--- src/rtl/button_event_gen.sv ---
// Button event producer: synchronise, debounce, press/release pulses and hold-to-repeat
// for N_BTN active-low switches, one independent lane per button.

module button_event_lane #(
    parameter int DEB_CYCLES    = 20000,
    parameter int REPEAT_DELAY  = 500000,
    parameter int REPEAT_PERIOD = 100000,
    parameter bit REPEAT_EN     = 1'b1
) (
    input  logic clk,
    input  logic rst,
    input  logic raw,
    output logic deb,
    output logic press,
    output logic rpt,
    output logic rel,
    output logic long_q
);
    // The arm qualifier needs at least 3 samples so the 2-flop sync reset value
    // (released) can never be mistaken for a genuine release after RST.
    localparam int ARM_CYCLES = (DEB_CYCLES < 3) ? 3 : DEB_CYCLES;
    localparam int CW         = $clog2(ARM_CYCLES) + 1;
    localparam int TMAX       = (REPEAT_DELAY > REPEAT_PERIOD) ? REPEAT_DELAY : REPEAT_PERIOD;
    localparam int TW         = $clog2(TMAX) + 1;

    localparam logic [CW-1:0] DEB_LAST = CW'(DEB_CYCLES - 1);
    localparam logic [CW-1:0] ARM_LAST = CW'(ARM_CYCLES - 1);
    localparam logic [TW-1:0] DLY_LAST = TW'(REPEAT_DELAY - 1);
    localparam logic [TW-1:0] PER_LAST = TW'(REPEAT_PERIOD - 1);

    localparam logic [1:0] ARM_WAIT = 2'd0;
    localparam logic [1:0] IDLE     = 2'd1;
    localparam logic [1:0] HELD     = 2'd2;
    localparam logic [1:0] REPT     = 2'd3;

    logic [1:0]    sync_q;
    logic [CW-1:0] cnt;
    logic [CW-1:0] arm_cnt;
    logic [TW-1:0] timer;
    logic [1:0]    state;
    logic          s;
    logic          deb_hit;
    logic          fall;
    logic          rise;

    assign s       = sync_q[1];
    assign deb_hit = (s != deb) && (cnt == DEB_LAST);
    assign fall    = deb_hit && !s;
    assign rise    = deb_hit && s;

    always_ff @(posedge clk) begin
        if (rst) begin
            sync_q  <= 2'b11;
            deb     <= 1'b1;
            cnt     <= '0;
            arm_cnt <= '0;
            timer   <= '0;
            state   <= ARM_WAIT;
            press   <= 1'b0;
            rpt     <= 1'b0;
            rel     <= 1'b0;
            long_q  <= 1'b0;
        end else begin
            sync_q <= {sync_q[0], raw};
            press  <= 1'b0;
            rpt    <= 1'b0;
            rel    <= 1'b0;

            if (s == deb) begin
                cnt <= '0;
            end else if (deb_hit) begin
                deb <= s;
                cnt <= '0;
            end else begin
                cnt <= cnt + 1'b1;
            end

            case (state)
                ARM_WAIT: begin
                    // Only a confirmed stable release arms the lane; levels seen here emit nothing.
                    if (deb && s) begin
                        if (arm_cnt == ARM_LAST) begin
                            state   <= IDLE;
                            arm_cnt <= '0;
                        end else begin
                            arm_cnt <= arm_cnt + 1'b1;
                        end
                    end else begin
                        arm_cnt <= '0;
                    end
                end
                IDLE: begin
                    if (fall) begin
                        press <= 1'b1;
                        timer <= '0;
                        state <= HELD;
                    end
                end
                HELD: begin
                    if (rise) begin
                        rel   <= 1'b1;
                        state <= IDLE;
                    end else if (REPEAT_EN && timer == DLY_LAST) begin
                        press  <= 1'b1;
                        rpt    <= 1'b1;
                        long_q <= 1'b1;
                        timer  <= '0;
                        state  <= REPT;
                    end else if (REPEAT_EN) begin
                        timer <= timer + 1'b1;
                    end
                end
                default: begin
                    if (rise) begin
                        rel    <= 1'b1;
                        long_q <= 1'b0;
                        state  <= IDLE;
                    end else if (timer == PER_LAST) begin
                        press <= 1'b1;
                        rpt   <= 1'b1;
                        timer <= '0;
                    end else begin
                        timer <= timer + 1'b1;
                    end
                end
            endcase
        end
    end
endmodule

module button_event_gen #(
    parameter int               N_BTN         = 3,
    parameter int               DEB_CYCLES    = 20000,
    parameter int               REPEAT_DELAY  = 500000,
    parameter int               REPEAT_PERIOD = 100000,
    parameter logic [N_BTN-1:0] REPEAT_MASK   = 3'b011
) (
    input  logic             CLK,
    input  logic             RST,
    input  logic [N_BTN-1:0] BTN_RAW,
    output logic [N_BTN-1:0] BTN_DEB,
    output logic [N_BTN-1:0] BTN_PRESS,
    output logic [N_BTN-1:0] BTN_REPEAT,
    output logic [N_BTN-1:0] BTN_RELEASE,
    output logic [N_BTN-1:0] BTN_LONG
);
    for (genvar i = 0; i < N_BTN; i++) begin : g_lane
        button_event_lane #(
            .DEB_CYCLES   (DEB_CYCLES),
            .REPEAT_DELAY (REPEAT_DELAY),
            .REPEAT_PERIOD(REPEAT_PERIOD),
            .REPEAT_EN    (REPEAT_MASK[i])
        ) u_lane (
            .clk   (CLK),
            .rst   (RST),
            .raw   (BTN_RAW[i]),
            .deb   (BTN_DEB[i]),
            .press (BTN_PRESS[i]),
            .rpt   (BTN_REPEAT[i]),
            .rel   (BTN_RELEASE[i]),
            .long_q(BTN_LONG[i])
        );
    end
endmodule

--- config.mk ---
export PLATFORM = sky130hd
export DESIGN_NAME = button_event_gen
export DESIGN_NICKNAME = d
export VERILOG_FILES = /design/src/rtl/button_event_gen.sv
export SDC_FILE = /design/constraint.sdc
export NUM_CORES = 1
export LEC_CHECK = 0
export CORE_ASPECT_RATIO = 1.5
export CORE_MARGIN = 4
export CORE_UTILIZATION = 45
export DETAILED_ROUTE_END_ITERATION = 16
export HOLD_SLACK_MARGIN = 0.06
export PLACE_DENSITY_LB_ADDON = 0.25
export SLEW_MARGIN = 20
export SYNTH_ARGS = -nofsm -noshare
export SYNTH_HDL_FRONTEND = slang
export SYNTH_SLANG_ARGS = --single-unit
--- constraint.sdc ---
create_clock -name CLK -period 3.8 [get_ports CLK]
set_input_delay 0.57 -clock CLK [delete_from_list [all_inputs] [get_ports CLK]]
set_output_delay 0.57 -clock CLK [all_outputs]
set_load 0.005 [all_outputs]
==> run metrics <==
status=finished, final reports clean; Worst EP required=4.15 ns; Yosys warning count=0; largest stage delay on the critical path=~0.46 ns; Final min period=2.800 ns; VDD IR max=0.2850 mV; CTS max path bufs=2; clock-pin slew on the worst setup and hold paths=0.06 ns; share of cells above drive strength 1=5.806%; Sink Count=182; Sw Pwr=0.8788 mW; count of final setup violators=0; CP max stage cell=or3_1; antenna cell count=0; post-DR wirelength/cell=13.57 um; Net count, final=1105; Clk pwr share=45.8%; initial core utilization=45.60%; most frequent cells in the layout=182 x dfxtp_1, 165 x nor2_1, 81 x nand3_1, 77 x nand2_1, 63 x xor2_1; largest net degree at the start of global routing=38; Net Count, Synth=roughly 1100; post-cts gate resize count=0; Hold Vio Cnt, Final=0; combinational share of power=5.7%; Setup crit start kind=flop; Core Area=between 15000 and 20000 um2; Ports=20; worst-path cell chain=ha_1, nor4bb_1, a41o_1, o211a_1, nand4_1, or3_1, a21oi_1; data arrival time of the worst path=~3.2 ns; HP Class=reg2reg; Sequential Power Share=between 40% and 50%; placed wire-length estimate=12950 um; CTS tree=built; post-synthesis instance total=1082; Critical Path Sink Type=flop; Setup TNS=0 ns; Yosys cell types=69; Clock Skews=roughly 0.007 ns; asr flop ratio synth=0%; Die X=123.4 um; RSZ-0062 raised after global routing=false; EDFF count, synth=0; H-tree Lvls=4; via count=7447; commonest non-fill, non-tap cell in the layout=dfxtp_1; DRC=0; port bufs=18; synthesized area per cell=8.305 um2; vias per inst=5.537; crit-path leading delay family=simple AND/OR/NAND/NOR gates; FMAX=between 300 and 400 MHz; die height=181.1 um; Slew @ Worst Pin=0.9002 ns; RD Place Congestion=0.8415; Final Cycle Share=73.68%; CP Buf/Inv Count=0; number of global-route vias before repair=7122; max-cap violation count=0; clock latency at the later pin of the worst-skew pair=0.42 ns; DR iter-0 viols=400; ys flop type=dfxtp_1; Max Slew Vio Count=0; FP Rows=63; DRT antenna net count=0; Seq/Total Area, Yosys=40.55%; PwrDens=407.8 nW/um2; sw frac=21.76%; Max transition margin=39.62%; setup bufs post-CTS=0; worst-path maximum fanout=12; die area=around 22000 um2; clock root cell=clkbuf_16; Syn Std Cell Area=8986 um2; Total Routing Usage GR=about 17%; first-pass GRT wire length=32210 um; filler instances=1918; Pint=approximately 3.2 mW; hold buffers post-CTS=0; Design Power=4.039 mW; flops & latches, synth=182; path type of the worst setup path=reg2reg; total CTS buffers=17; initial antenna violation count=0; final wirelength=about 18000 um; P_leak=between 3 and 4 nW; Syn-to-layout area delta=10.19%; DRT Pass-1 Iters=5; grt ovf=0
power groups by stage:
| stage | logic, mW | clock network (mW) | registers, mW |
|---|---|---|---|
| 4_1_cts | 0.233 | 1.91 | 1.95 |
| 2_1_floorplan | 0.189 | 0 | 1.99 |
| 3_5_place_dp | 0.232 | 0 | 2.00 |
| 6_report | 0.232 | 1.85 | 1.96 |
| 3_3_place_gp | 0.229 | 0 | 2.00 |
| 5_1_grt | 0.261 | 2.00 | 1.96 |
per-stage QoR:
step / area [um2] / hold WS, ns / cells / utilization, % / worst slack [ns]
final: 9902 / 0.4202 / 1345 / 50.25 / 1.000
after global routing: 9902 / 0.4334 / 1345 / 50.25 / 0.7108
after CTS: 9902 / 0.4224 / 1345 / 50.25 / 0.9957
after detailed placement: 9280 / 0.4068 / 1315 / 47.09 / 1.048
after global placement: 9280 / 0.4130 / 1315 / 47.09 / 1.110
after floorplan: 8986 / 0.3895 / 1082 / - / 1.456
routing by layer:
metal / share of wire (%) / global-route usage [%] / vias to the layer above
met5: 0 / 0 / -
met4: 1.9 / 6.120 / 0
met3: 2.5 / 3.445 / 24
met2: 52 / 30.13 / 90
met1: 44 / 20.57 / 3523
li1: - / - / 3810
final cells by class:
class	instances	area, um2	area share [%]
multi-input cells	822	4986	50.35
flip-flops and latches	182	3643	36.80
clock buffers	22	474.2	4.789
well taps	260	325.3	3.285
repair buffers	25	227.7	2.300
clock inverters	8	147.6	1.491
inverters	26	97.59	0.9856
registers in the layout, summed over array words and instances, names as in the netlist:
| register | flops |
|---|---|
| g_lane.u_lane.arm_cnt | 48 |
| g_lane.u_lane.cnt | 48 |
| g_lane.u_lane.deb | 3 |
| g_lane.u_lane.long_q | 2 |
| g_lane.u_lane.press | 3 |
| g_lane.u_lane.rel | 3 |
| g_lane.u_lane.rpt | 3 |
| g_lane.u_lane.state | 6 |
| g_lane.u_lane.sync_q | 6 |
| g_lane.u_lane.timer | 60 |
logic make-up (layout without fill, tap and decap cells):
kind of cell | count (synthesis) | count (layout) | synth area share [%]
AO/OA/AOI/OAI | 160 | 160 | 10.78
XOR/XNOR | 84 | 84 | 8.187
adder cells (fa/ha/maj) | 26 | 26 | 3.620
buffers and inverters | 78 | 81 | 3.968
flip-flops | 182 | 182 | 40.55
multiplexers | 18 | 18 | 2.047
other | 1 | 1 | 0.04173
AND/OR/NAND/NOR | 533 | 533 | 30.81
synth_stat cells (all sizes together) (25+ instances only):
library cell	number	area, um2
nand2	78	295.3
nand3	81	405.4
buf	25	157.7
ha	26	325.3
nand4	34	212.7
nor2	165	619.3
inv	26	97.59
and3	30	187.7
clkbuf	27	101.4
o21ai	50	250.2
a21oi	58	301.5
xor2	63	551.8
dfxtp	182	3643
nor4	27	175.2
worst paths after layout:
path                                         start                                       to  slack, ns  cells past startpoint
min          g_lane[0].u_lane.sync_q[0]$_SDFF_PP1_    g_lane[0].u_lane.sync_q[1]$_SDFF_PP1_       0.42                      1
min reg2reg  g_lane[0].u_lane.sync_q[0]$_SDFF_PP1_    g_lane[0].u_lane.sync_q[1]$_SDFF_PP1_       0.42                      1
max reg2reg  g_lane[2].u_lane.sync_q[1]$_SDFF_PP1_  g_lane[2].u_lane.timer[13]$_SDFFE_PP0P_       1.00                      7
max          g_lane[2].u_lane.sync_q[1]$_SDFF_PP1_  g_lane[2].u_lane.timer[13]$_SDFFE_PP0P_       1.00                      7
No activity file was read; power rests on OpenSTA's default activity.
